$ cat src/rtl/irq_request_latch.sv
// Request front end for the 8-to-3 priority encoder: captures rising edges
// into sticky pending bits and presents a held, masked snapshot until acknowledged.
module irq_request_latch #(
    parameter int N   = 8,
    parameter int IDW = 3
) (
    input  logic           clk,
    input  logic           rst_n,
    input  logic           en,
    input  logic [N-1:0]   irq_in,
    input  logic [N-1:0]   mask,
    input  logic           ack,
    input  logic [IDW-1:0] ack_id,
    output logic [N-1:0]   req_vec,
    output logic           req_valid,
    output logic [N-1:0]   pending,
    output logic [N-1:0]   ovr,
    output logic           ack_err
);

    typedef enum logic [0:0] {
        IDLE = 1'b0,
        HOLD = 1'b1
    } state_t;

    state_t         state_r;
    logic [N-1:0]   prev_r;
    logic [N-1:0]   rise_s;
    logic [N-1:0]   avail_s;
    logic [N-1:0]   clr_s;
    logic [N-1:0]   one_s;
    logic           legal_ack_s;

    // Edge detect, presentable set, and the one-hot clear of a legal acknowledge.
    always_comb begin
        one_s       = {{(N-1){1'b0}}, 1'b1};
        rise_s      = irq_in & ~prev_r;
        avail_s     = pending & ~mask;
        legal_ack_s = 1'b0;
        clr_s       = {N{1'b0}};
        if (en && ack && (state_r == HOLD) && req_vec[ack_id]) begin
            legal_ack_s = 1'b1;
            clr_s       = one_s << ack_id;
        end else begin
            legal_ack_s = 1'b0;
            clr_s       = {N{1'b0}};
        end
    end

    // Sticky capture: a rise beats a same-edge clear, but the clear still wipes overrun.
    always_ff @(posedge clk) begin
        if (!rst_n) begin
            prev_r  <= {N{1'b1}};
            pending <= {N{1'b0}};
            ovr     <= {N{1'b0}};
        end else begin
            prev_r  <= irq_in;
            pending <= (pending & ~clr_s) | rise_s;
            ovr     <= (ovr | (rise_s & pending)) & ~clr_s;
        end
    end

    // Presentation FSM: snapshot in IDLE, freeze in HOLD until a legal ack.
    always_ff @(posedge clk) begin
        if (!rst_n) begin
            state_r   <= IDLE;
            req_vec   <= {N{1'b0}};
            req_valid <= 1'b0;
            ack_err   <= 1'b0;
        end else begin
            ack_err <= 1'b0;
            if (!en) begin
                state_r   <= IDLE;
                req_vec   <= {N{1'b0}};
                req_valid <= 1'b0;
            end else begin
                case (state_r)
                    IDLE: begin
                        if (ack) begin
                            ack_err <= 1'b1;
                        end
                        if (avail_s != {N{1'b0}}) begin
                            req_vec   <= avail_s;
                            req_valid <= 1'b1;
                            state_r   <= HOLD;
                        end
                    end
                    HOLD: begin
                        if (legal_ack_s) begin
                            req_vec   <= {N{1'b0}};
                            req_valid <= 1'b0;
                            state_r   <= IDLE;
                        end else if (ack) begin
                            ack_err <= 1'b1;
                        end
                    end
                    default: begin
                        state_r   <= IDLE;
                        req_vec   <= {N{1'b0}};
                        req_valid <= 1'b0;
                    end
                endcase
            end
        end
    end

endmodule

$ cat config.mk
export PLATFORM = sky130hd
export DESIGN_NAME = irq_request_latch
export DESIGN_NICKNAME = d
export VERILOG_FILES = /design/src/rtl/irq_request_latch.sv
export SDC_FILE = /design/constraint.sdc
export NUM_CORES = 1
export LEC_CHECK = 0
export BUFFER_PORTS_ARGS = -buffer_cell sky130_fd_sc_hd__buf_4
export CAP_MARGIN = 10
export CELL_PAD_IN_SITES_DETAIL_PLACEMENT = 2
export CELL_PAD_IN_SITES_GLOBAL_PLACEMENT = 2
export CORE_MARGIN = 1.5
export CORE_UTILIZATION = 28
export DETAILED_ROUTE_END_ITERATION = 10
export MAX_ROUTING_LAYER = met4
export PLACE_DENSITY_LB_ADDON = 0.1
export SETUP_SLACK_MARGIN = 0.02
export SLEW_MARGIN = 25
export SYNTH_ARGS = -nofsm -noshare
export SYNTH_HDL_FRONTEND = slang
export SYNTH_SLANG_ARGS = --single-unit
$ cat constraint.sdc
create_clock -name clk -period 1.8 [get_ports clk]
set_input_delay 0.54 -clock clk [delete_from_list [all_inputs] [get_ports clk]]
set_output_delay 0.54 -clock clk [all_outputs]
set_load 0.005 [all_outputs]
==> impl_metrics.toml <==
[finish]
area_delta_synth_final_pct = 37.0
drive_gt1_share_pct = 29.4
antenna_cells = 0
design_area_um2 = 1980
fin_cells = 285
fin_nets = 242

[global_routing]
grt_usage_pct = 18.6
grt_max_degree = 25
antenna_found_initial = 0
grt_overflow_total = 0
grt_pass1_vias = 1505
grt_pass1_wl_um = 7380

[power]
switchingPower_uw = 378
powerDensity_nw_per_um2 = 782
power_frac_seq_pct = 53.5
power.total_uw = 1550
ir_drop_uv = 313
leakagePower_uw = 0.000823
internal_power_uw = 1170
pwr-share-clk_pct = 33.6
switching_share_pct = 24.4
p_comb_share_pct = 13.0

[hold_path]
hp-class = "primary input to register"

[placed_design]
io_buffers = 48
dp.cells = 279
place_congestion = 0.815
place_area_um2 = 1900
dp_slack_ns = -0.0855
hpwl_um = 3620

[logic_synthesis]
synth_cell_type_count = 31
yosysMostFrequentCell = "dfxtp_1"
synth.top_cell.area_share_pct = 48.6
yosysSeqAreaShare_pct = 48.6
netlist_area_um2 = 1440
synth_nets = 186
synth-seq-cells = 35
synthTopCellsByCount = "35 x dfxtp_1, 27 x nand2_1, 20 x nor2b_1"
synth-adder-area-share_pct = 0
synth_compound_area_share_pct = 17.2
synth-main-ff-cell = "dfxtp_1"
synthMuxAreaShare_pct = 1.47
async_flop_share_pct = 0
synth_top_family_by_area = "simple AND/OR/NAND/NOR gates"
synth.area.top_cells = "dfxtp_1 49%, nor2b_1 8.7%, nand2_1 7.0%"
synth-xor-area-share_pct = 0
yosysWarningCount = 0
synthSimpleGateAreaFrac_pct = 28.3
avgSynthCellArea_um2 = 8.85
synth_top_area_cell = "dfxtp_1"
synth-edff-count = 0
syn_inst = 163

[worst_setup_path]
critPathRequiredTime_ns = 1.99
worstPathMaxFanout = 11
end_kind = "register"
cp.arrival_ns = 1.79
start_kind = "primary input"
worstSetupPathType = "primary input to register"

[routing]
dr_total_vias = 1372
via_per_inst = 4.81
routed_wl_um = 4620
drc = 0
drtIter0Drc = 37
avgRoutedWirePerCell_um = 16.2
dr.pass1.iters = 4
postRouteAntennaNets = 0

[job]
maxCapViolations = 0

[sta]
fin_crit_sh_pct = 88.5
finalSetupViolations = 0
timing.slew.headroom_pct = 63.1
hold_viol = 0
fin_crit_ns = 1.59
fin_tns_setup_ns = 0
setup_ws_ns = 0.206
grt_setup_unrepaired = "false"
maxClockFrequency_mhz = 627
slew_violations = 0
worstMarginPinSlew_ns = 0.546
fin_skew_ns = 0.00381

[floorplan]
die_h_um = 74.8
core-area_um2 = 4850
ios = 49
die_w_um = 74.8
design.die.area_um2 = 5590
start_util_pct = 29.8
std_cell_rows = 25

[clocking]
clk_latency_ns = 0.29
numCtsBuffers = 5
cts_hold_buf = 0
cts_buffer_depth = 2
clkSlewWorstSetupHoldPaths_ns = 0.07
cts_sinks = 35
cts_resized = 0
htree_levels = 2
postCtsSetupBuffers = 0
cts_tree = "yes"
cts.root.buffer_cell = "clkbuf_8"

[status]
status = "finished, final reports clean"
cells by family after synthesis:
kind of cell	Yosys count
AOI/OAI and AO/OA	35
muxes	2
buffers and inverters	13
and+or+nand+nor	78
DFF	35
sequential cells by signal, summed over array words and instances, names as in the netlist:
name       flops
ack_err        1
prev_r         8
req_vec        8
ovr            8
state_r        1
req_valid      1
pending        8
placed cells by master (no fill, tap or decap), types with 2 or more instances in the layout:
cell type  instances
buf_4             56
nor2_1             7
nand4_1            2
nand2_1           27
o2bb2ai_1          2
nand2b_1          10
nor4_1             2
o31ai_1           11
dfxtp_1           35
a21oi_1           11
nand3_1            3
o21ai_1            4
nor2b_1           20
inv_1              6
and3b_1            3
clkbuf_8           5
power by group through the flow:
stage / registers (µW) / logic [µW] / clock network, µW
2_1_floorplan: 840 / 86.8 / 0
3_3_place_gp: 842 / 192 / 0
3_5_place_dp: 845 / 203 / 0
4_1_cts: 827 / 206 / 531
5_1_grt: 830 / 224 / 568
6_report: 826 / 200 / 519
area by class of cell:
class / instances / area (µm²)
inverters: 6 / 22.5
clock buffers: 6 / 72.6
multi-input cells: 115 / 677
fillers: 537 / 2870
well taps: 67 / 83.8
repair buffers: 56 / 420
flip-flops and latches: 35 / 701
worst paths after layout:
check	startpoint	endpoint	slack (ns)	cells past startpoint
hold reg to reg	req_valid	req_valid	0.47	2
setup reg to reg	req_vec[0]	req_vec[6]	0.28	5
hold / removal	irq_in[2]	prev_r[2]	0.44	2
setup / recovery	ack_id[1]	req_vec[6]	0.21	6
layer usage:
layer  routed length [µm]  vias up  global-route usage [%]
met3                  168        4                    4.15
met2                 2490       35                    33.5
met4                   52        0                    5.45
met1                 1910      670                    20.4
li1                     -      663                       -
met5                    0        -                       -
per-stage QoR:
step	utilization, %	hold WS (ns)
CTS	40.8	0.444
detailed placement	39.3	0.466
floorplan	-	0.455
global placement	39.3	0.453
global route	40.8	0.450
finish	40.8	0.443
worst max-delay path: stages:
cell and delay [ns]:
buf_4 0.14, and2b_1 0.21, a2111oi_2 0.35, a311oi_2 0.08
buf_4 0.19, o31ai_1 0.26
Note: power is estimated with default switching activity, not from simulation.
